==> src/rtl/mem_port_arb.sv <==
// mem_port_arb: arbitrates one DRAM command port between two video line writers
// and one display read engine.
//
// Each grant runs BUSY -> GAP -> IDLE. A grant ends on the granted requester's
// done pulse, on a BUSY timeout, or when calibration is lost. Reads are capped
// at RD_MAX back-to-back grants while any write is pending. Writers alternate
// round-robin.
//
// Ports
//   cmd_clk      in   sole clock, rising edge
//   mem_rst_n    in   synchronous active-low reset
//   calib_done   in   DRAM calibration complete; low forces IDLE
//   wr_req[1:0]  in   per-writer line-ready request
//   wr_done[1:0] in   per-writer completion pulse
//   rd_req       in   read engine burst request
//   rd_done      in   read engine completion pulse
//   wr_probe     out  per-writer start enable, one-hot or zero
//   rd_probe     out  read engine start enable
//   arb_state    out  00 idle/gap, 01 read granted, 10 write granted
//   timeout_err  out  sticky BUSY-timeout flag
//   debug        out  {timeout_err, last_wr, rd_run[1:0], state[1:0], arb_state[1:0]}
//
// state | meaning
// IDLE  | waiting for calib_done and a request; decides the winner
// BUSY  | grant active; probe and arb_state held until done/timeout
// GAP   | forced idle for GAP_CYC cycles before the next decision

module mem_port_arb #(
    parameter int TIMEOUT = 4096,
    parameter int GAP_CYC = 2,
    parameter int RD_MAX  = 4
) (
    input  logic       cmd_clk,
    input  logic       mem_rst_n,
    input  logic       calib_done,
    input  logic [1:0] wr_req,
    input  logic [1:0] wr_done,
    input  logic       rd_req,
    input  logic       rd_done,
    output logic [1:0] wr_probe,
    output logic       rd_probe,
    output logic [1:0] arb_state,
    output logic       timeout_err,
    output logic [7:0] debug
);

    typedef enum logic [1:0] {
        IDLE = 2'b00,
        BUSY = 2'b01,
        GAP  = 2'b10
    } state_t;

    localparam logic [15:0] TO_LAST  = 16'(TIMEOUT - 1);
    localparam logic [15:0] GAP_LAST = 16'(GAP_CYC - 1);
    localparam logic [3:0]  RD_CAP   = 4'(RD_MAX);

    state_t      state;
    logic [15:0] timer;
    logic [3:0]  rd_run;
    logic        last_wr;

    logic        pick_rd;
    logic        wr_sel;
    logic        granted_done;

    // Winner selection for the IDLE decision.
    always_comb begin
        pick_rd = rd_req && ((rd_run < RD_CAP) || (wr_req == 2'b00));
        wr_sel  = 1'b0;
        case (wr_req)
            2'b01:   wr_sel = 1'b0;
            2'b10:   wr_sel = 1'b1;
            2'b11:   wr_sel = ~last_wr;
            default: wr_sel = 1'b0;
        endcase
    end

    // Probes are held constant through BUSY, so they identify whose done counts;
    // a done from anyone else is masked out here.
    assign granted_done = (rd_probe && rd_done) || (|(wr_probe & wr_done));

    always_ff @(posedge cmd_clk) begin
        if (!mem_rst_n) begin
            state       <= IDLE;
            wr_probe    <= 2'b00;
            rd_probe    <= 1'b0;
            arb_state   <= 2'b00;
            timer       <= '0;
            rd_run      <= '0;
            last_wr     <= 1'b1;
            timeout_err <= 1'b0;
        end else if (!calib_done) begin
            // rd_run and last_wr deliberately survive calibration loss.
            state     <= IDLE;
            wr_probe  <= 2'b00;
            rd_probe  <= 1'b0;
            arb_state <= 2'b00;
            timer     <= '0;
        end else begin
            case (state)
                IDLE: begin
                    timer <= '0;
                    if (pick_rd) begin
                        state     <= BUSY;
                        rd_probe  <= 1'b1;
                        arb_state <= 2'b01;
                        if (rd_run != 4'hF)
                            rd_run <= rd_run + 4'd1;
                    end else if (wr_req != 2'b00) begin
                        state     <= BUSY;
                        wr_probe  <= wr_sel ? 2'b10 : 2'b01;
                        arb_state <= 2'b10;
                        last_wr   <= wr_sel;
                        rd_run    <= '0;
                    end
                end
                BUSY: begin
                    // done takes priority over a same-cycle timeout
                    if (granted_done || (timer == TO_LAST)) begin
                        if (!granted_done)
                            timeout_err <= 1'b1;
                        state     <= GAP;
                        wr_probe  <= 2'b00;
                        rd_probe  <= 1'b0;
                        arb_state <= 2'b00;
                        timer     <= '0;
                    end else begin
                        timer <= timer + 16'd1;
                    end
                end
                GAP: begin
                    if (timer == GAP_LAST) begin
                        state <= IDLE;
                        timer <= '0;
                    end else begin
                        timer <= timer + 16'd1;
                    end
                end
                default: begin
                    state     <= IDLE;
                    wr_probe  <= 2'b00;
                    rd_probe  <= 1'b0;
                    arb_state <= 2'b00;
                    timer     <= '0;
                end
            endcase
        end
    end

    assign debug = {timeout_err, last_wr, rd_run[1:0], state, arb_state};

endmodule

==> config.mk <==
export PLATFORM = sky130hd
export DESIGN_NAME = mem_port_arb
export DESIGN_NICKNAME = d
export VERILOG_FILES = /design/src/rtl/mem_port_arb.sv
export SDC_FILE = /design/constraint.sdc
export NUM_CORES = 1
export LEC_CHECK = 0
export ABC_AREA = 1
export CORE_ASPECT_RATIO = 0.9
export CORE_MARGIN = 8
export CORE_UTILIZATION = 51
export CTS_BUF_LIST = sky130_fd_sc_hd__clkbuf_8
export CTS_CLUSTER_SIZE = 25
export DETAILED_ROUTE_END_ITERATION = 6
export PLACE_DENSITY = 0.9
export SYNTH_ARGS = -nofsm -noshare
export SYNTH_HDL_FRONTEND = slang
export SYNTH_SLANG_ARGS = --single-unit
==> constraint.sdc <==
create_clock -name cmd_clk -period 1.6 [get_ports cmd_clk]
set_clock_uncertainty 0.05 [all_clocks]
set_input_delay 0.24 -clock cmd_clk [delete_from_list [all_inputs] [get_ports cmd_clk]]
set_output_delay 0.24 -clock cmd_clk [all_outputs]
set_load 0.1 [all_outputs]
Word level (Yosys, flattened, before mapping)
Index checks and enable logic that the tools add are counted.
{"block": "totals", "output_inout_bits": 14, "reg_bits": 29, "word_cells": 71, "inputBits": 9}
{"block": "classes", "add_sub_neg": 2, "magnitude_cmp": 1, "n_reduce_logical": 18, "muxes": 23, "n_eq_ne": 14, "bitwise_logic": 5}
{"operator": "$mux 16", "n": 2}
{"operator": "$pmux 16 s2", "n": 1}
{"operator": "$mux 2", "n": 10}
{"operator": "$pmux 2 s3", "n": 3}
{"operator": "$add 16x1->16 const B", "n": 1}
{"operator": "$eq 16x1->1 const B", "n": 1}
{"operator": "$eq 16x12->1 const B", "n": 1}
{"operator": "$reduce_and 4->1", "n": 4}
{"operator": "$mux 4", "n": 3}
{"operator": "$ne 2x2->1 const B", "n": 5}
{"operator": "$reduce_and 3->1", "n": 3}
{"operator": "$eq 2x2->1 const B", "n": 3}
{"operator": "$add 4x1->4 const B", "n": 1}
{"operator": "$logic_not 2->1", "n": 2}
{"operator": "$lt 4x3->1 const B", "n": 1}
{"operator": "$ne 4x4->1 const B", "n": 1}
{"operator": "$not 1->1", "n": 4}
{"operator": "$reduce_bool 2->1", "n": 2}
{"operator": "$logic_or 1x1->1", "n": 3}
{"operator": "$ne 3x3->1 const B", "n": 1}
{"operator": "$pmux 1 s3", "n": 1}
{"operator": "$and 2x2->2", "n": 1}
{"operator": "$eq 2x1->1 const B", "n": 1}
{"operator": "$logic_and 1x1->1", "n": 2}
{"operator": "5 further kinds", "n": 6}

Logic depth before layout (Yosys ltp)
{"block": "depth", "ltp_word": 6, "mapped_depth": 11, "depth_no_buf": 10}

Worst setup path before layout
No wires, ideal clock.
{"block": "synth_path", "kind": "reg-to-reg", "from": "register state[0]", "to": "register rd_run[2]", "period_less_slack_ns": 2.222, "stages_incl_launch_ff": 10, "path_buffers": 1, "setup_ns": 0.115, "t_required_ns": 1.435, "slack_ns": -0.622, "t_arrival_ns": 2.057, "cell_sequence": "dfxtp_1 -> inv_1 -> ha_1 -> clkbuf_1 -> nand2_1 -> nor2_1 -> inv_1 -> nand2_1 -> a21oi_1 -> nor2_1"}
{"block": "synth_via", "elab_chain_len": 2}
{"item": "start: declaration", "line_no": "57", "rtl": "state_t state;"}
{"item": "start signal: assignment", "line_no": "84", "rtl": "state <= IDLE;"}
{"item": "start signal: assignment", "line_no": "94", "rtl": "state <= IDLE;"}
{"item": "start signal: assignment", "line_no": "104", "rtl": "state <= BUSY;"}
{"item": "$logic_not 2->1", "line_no": "100", "rtl": "case (state)"}
{"item": "$reduce_and 4->1 (no source line)"}
{"item": "end signal: assignment", "line_no": "108", "rtl": "rd_run <= rd_run + 4'd1;"}
{"item": "end: declaration", "line_no": "59", "rtl": "logic [3:0] rd_run;"}
Every way passes these cells.
A chain may end at the register's enable or synchronous reset.

Final worst setup path
{"block": "layout_path", "from": "register timer[0]", "to": "register wr_probe[1]"}
{"block": "layout_via", "elab_chain_len": 4}
{"item": "start: declaration", "line_no": "58", "rtl": "logic [15:0] timer;"}
{"item": "start signal: assignment", "line_no": "128", "rtl": "timer <= timer + 16'd1;"}
{"item": "start signal: assignment", "line_no": "136", "rtl": "timer <= timer + 16'd1;"}
{"item": "$eq 16x12->1", "line_no": "119", "rtl": "if (granted_done || (timer == TO_LAST)) begin"}
{"item": "$logic_or 1x1->1", "line_no": "119"}
{"item": "$ne 2x2->1 (no source line)"}
{"item": "$reduce_and 4->1 (no source line)"}
{"item": "end signal: assignment", "line_no": "111", "rtl": "wr_probe <= wr_sel ? 2'b10 : 2'b01;"}
{"item": "end: declaration", "line_no": "40", "rtl": "output logic [1:0] wr_probe,"}
Every way passes these cells.

==> qor.yml <==
status:
  status: "finished clean"
sta:
  final-hold-violation-count: 0
  setup-violations-final: 0
  tightest_slew_ns: 0.298
  rsz0062_at_grt: "yes"
  finalSetupTns_ns: 0
  slew_headroom_pct: 80.1
  max_freq_mhz: 677
  finalCritPeriodShare_pct: 92.4
  slew_viol_final: 0
  fin_crit_ns: 1.48
  worst_slack_ns: 0.122
synth:
  netlist_top_cells_area: "dfxtp_1 36%, nand2_1 13%, nor2_1 10%, inv_1 7.2%, ha_1 4.6%"
  ys_seq_elements: 29
  yosysUniqueCellTypes: 23
  synth-simple-area-share_pct: 36.9
  synth-xor-area-share_pct: 5.95
  synth.most_common_cell: "nand2_1"
  post_synth_fa_ha_maj_area_fraction_pct: 4.64
  synth_mux_area_share_pct: 0
  synth.net_count: 247
  syn_inst: 232
  yosysSeqAreaShare_pct: 35.9
  syn_area_um2: 1620
  synthTopCellsByCount: "54 x nand2_1, 43 x nor2_1, 31 x inv_1"
  avgSynthCellArea_um2: 6.98
  synthFlopType: "dfxtp_1"
  synth_compound_area_share_pct: 5.10
  yosys_warnings: 0
  synth_top_cell_area_share_pct: 35.9
  synth_edf_count: 0
  synthArstFlopShare_pct: 0
  synth_top_family_by_area: "simple AND/OR/NAND/NOR gates"
  yosys.area.top_type: "dfxtp_1"
cells_and_area:
  num_antenna_cells: 0
  drive_gt1_share_pct: 24.8
  final_cell_area_um2: 2210
  final_util_pct: 72.7
  nets: 280
  syn2layout_area_growth_pct: 36.6
route:
  wl_per_cell_um: 11.3
  drt_iter0_markers: 182
  firstDrtPassIters: 4
  vias: 1499
  wl_um: 3480
  postRouteAntennaNets: 0
  drc_errors: 0
  routed_via_density: 4.87
worst_setup_path:
  crit_path_end_kind: "flop"
  startpoint: "timer[0]"
  worst_r2r_endpoint: "wr_probe[1]"
  slowest_delay_ns: 0.34
  cp.depth: 9
  rr_startpoint: "timer[0]"
  ff2ff_setup_slack_ns: 0.12
  worstPathArrival_ns: 1.60
  critPathTopFamily: "simple AND/OR/NAND/NOR gates"
  cp_cell_sequence: "ha_2 -> nand3_4 -> nor2_4 -> nand2_2 -> nand2_4 -> buf_12 -> nand3_2 -> nor2_1 -> nor2_2"
  path_max_fanout: 7
  r2r.worst_path.cells: 9
  start_kind: "flop"
  cp.required_ns: 1.72
  slowest_stage: "dfxtp_2"
  endpoint: "wr_probe[1]"
  critical_path_class: "flop to flop"
  crit_buf_inv: 1
clock_network:
  cts.sinks: 29
  path_clk_slew_ns: 0.06
  postCtsSetupRepairBufs: 0
  clock-root-buffer: "clkbuf_8"
  numCtsBuffers: 5
  cts_tree: "built"
  hold_buffers: 0
  cts_max_level: 2
  cts_max_path_buffers: 2
  cts-resized-gates: 0
  clk_latency_ns: 0.29
floorplanning:
  initial_utilization_pct: 53.2
  row_count: 19
  die_y_um: 69.5
  core_um2: 3040
  fp.dieW_um: 75.4
  pin_count: 23
  dieArea_um2: 5240
placement:
  pre_cts_ws_ns: -0.127
  port_buffers: 22
  dpl_cell_area_um2: 2090
  dp_hpwl_um: 2710
  globalplace.congestion: 0.867
power:
  power_switching_mw: 0.654
  power_frac_seq_pct: 40.0
  ir_drop_uv: 792
  clkPwrFrac_pct: 31.6
  p_leak_nw: 0.987
  power.density_nw_per_um2: 880
  switching_share_pct: 33.6
  internal-power_mw: 1.29
  p_comb_share_pct: 28.4
  power_mw: 1.95
grt:
  grt_pass1_vias: 1493
  grt_overflow_total: 0
  grt_first_pass_wirelength_um: 6310
  globalRouteTotalUtil_pct: 15.2
  grt_max_degree: 16
  antenna_found_initial: 0
job:
  max_cap_violations: 0
min_path:
  whs_path_depth: 2
  hp-class: "flop to flop"
-- worst register-to-register path: cells and delay by family, from the launching register on --
kind / cells / cell delay (ns)
and+or+nand+nor: 7 / 0.66
DFF: 1 / 0.34
adders and majority gates: 1 / 0.21
buffers and inverters: 1 / 0.12
-- layout make-up --
cell class	instances	area (µm²)
clock buffers	6	82.6
well taps	42	52.6
repair buffers	35	470
flip-flops and latches	29	601
fillers	243	831
multi-input cells	163	882
inverters	31	116
clock inverters	2	7.51
-- power groups by stage --
| stage | clock [mW] | combinational (mW) | sequential (mW) |
|---|---|---|---|
| floorplan | 0 | 0.245 | 0.896 |
| global placement | 0 | 0.537 | 0.793 |
| detailed placement | 0 | 0.548 | 0.794 |
| CTS | 0.619 | 0.551 | 0.779 |
| global route | 0.665 | 0.593 | 0.782 |
| finish | 0.616 | 0.553 | 0.779 |
-- logic make-up after synthesis --
| logic type | after synthesis |
|---|---|
| adder cells (fa/ha/maj) | 6 |
| buffers and inverters | 40 |
| AND/OR/NAND/NOR | 130 |
| AO/OA/AOI/OAI | 16 |
| XOR/XNOR | 11 |
| flip-flops | 29 |
-- layout by cell type (no fill, tap or decap), drive strengths merged, types with 6 or more instances in the layout --
cell	netlist	layout
a21oi	12	12
nand3	15	15
dfxtp	29	29
clkbuf	1	6
inv	31	33
buf	8	27
nor2	49	49
xnor2	6	6
ha	6	6
nand2	58	58
clkdlybuf4s50	0	8
-- stage by stage --
step	cells	hold slack [ns]
after floorplan	232	0.289
after global placement	300	0.428
after detailed placement	300	0.438
after CTS	308	0.452
after global routing	308	0.476
final	308	0.443
-- worst min-delay path by stage --
stage,end,from
3_5_place_dp,rd_probe,rd_probe
5_1_grt,rd_probe,rd_probe
6_report,rd_probe,rd_probe
3_3_place_gp,rd_probe,rd_probe
4_1_cts,timeout_err,timeout_err
2_1_floorplan,last_wr,mem_rst_n
-- state kept, by name, summed over array words and instances (netlist names) --
register     count
rd_probe         1
timeout_err      1
wr_probe         2
arb_state        2
last_wr          1
state            2
timer           16
rd_run           4
-- routing by layer --
layer / up-vias / GRT usage (%) / wire length (µm)
met5: - / 0 / 0
met1: 666 / 17.1 / 1520
met3: 11 / 6.65 / 205
met2: 42 / 23.8 / 1660
met4: 0 / 6.61 / 93
li1: 780 / - / -
Note: power is estimated with default switching activity, not from simulation.
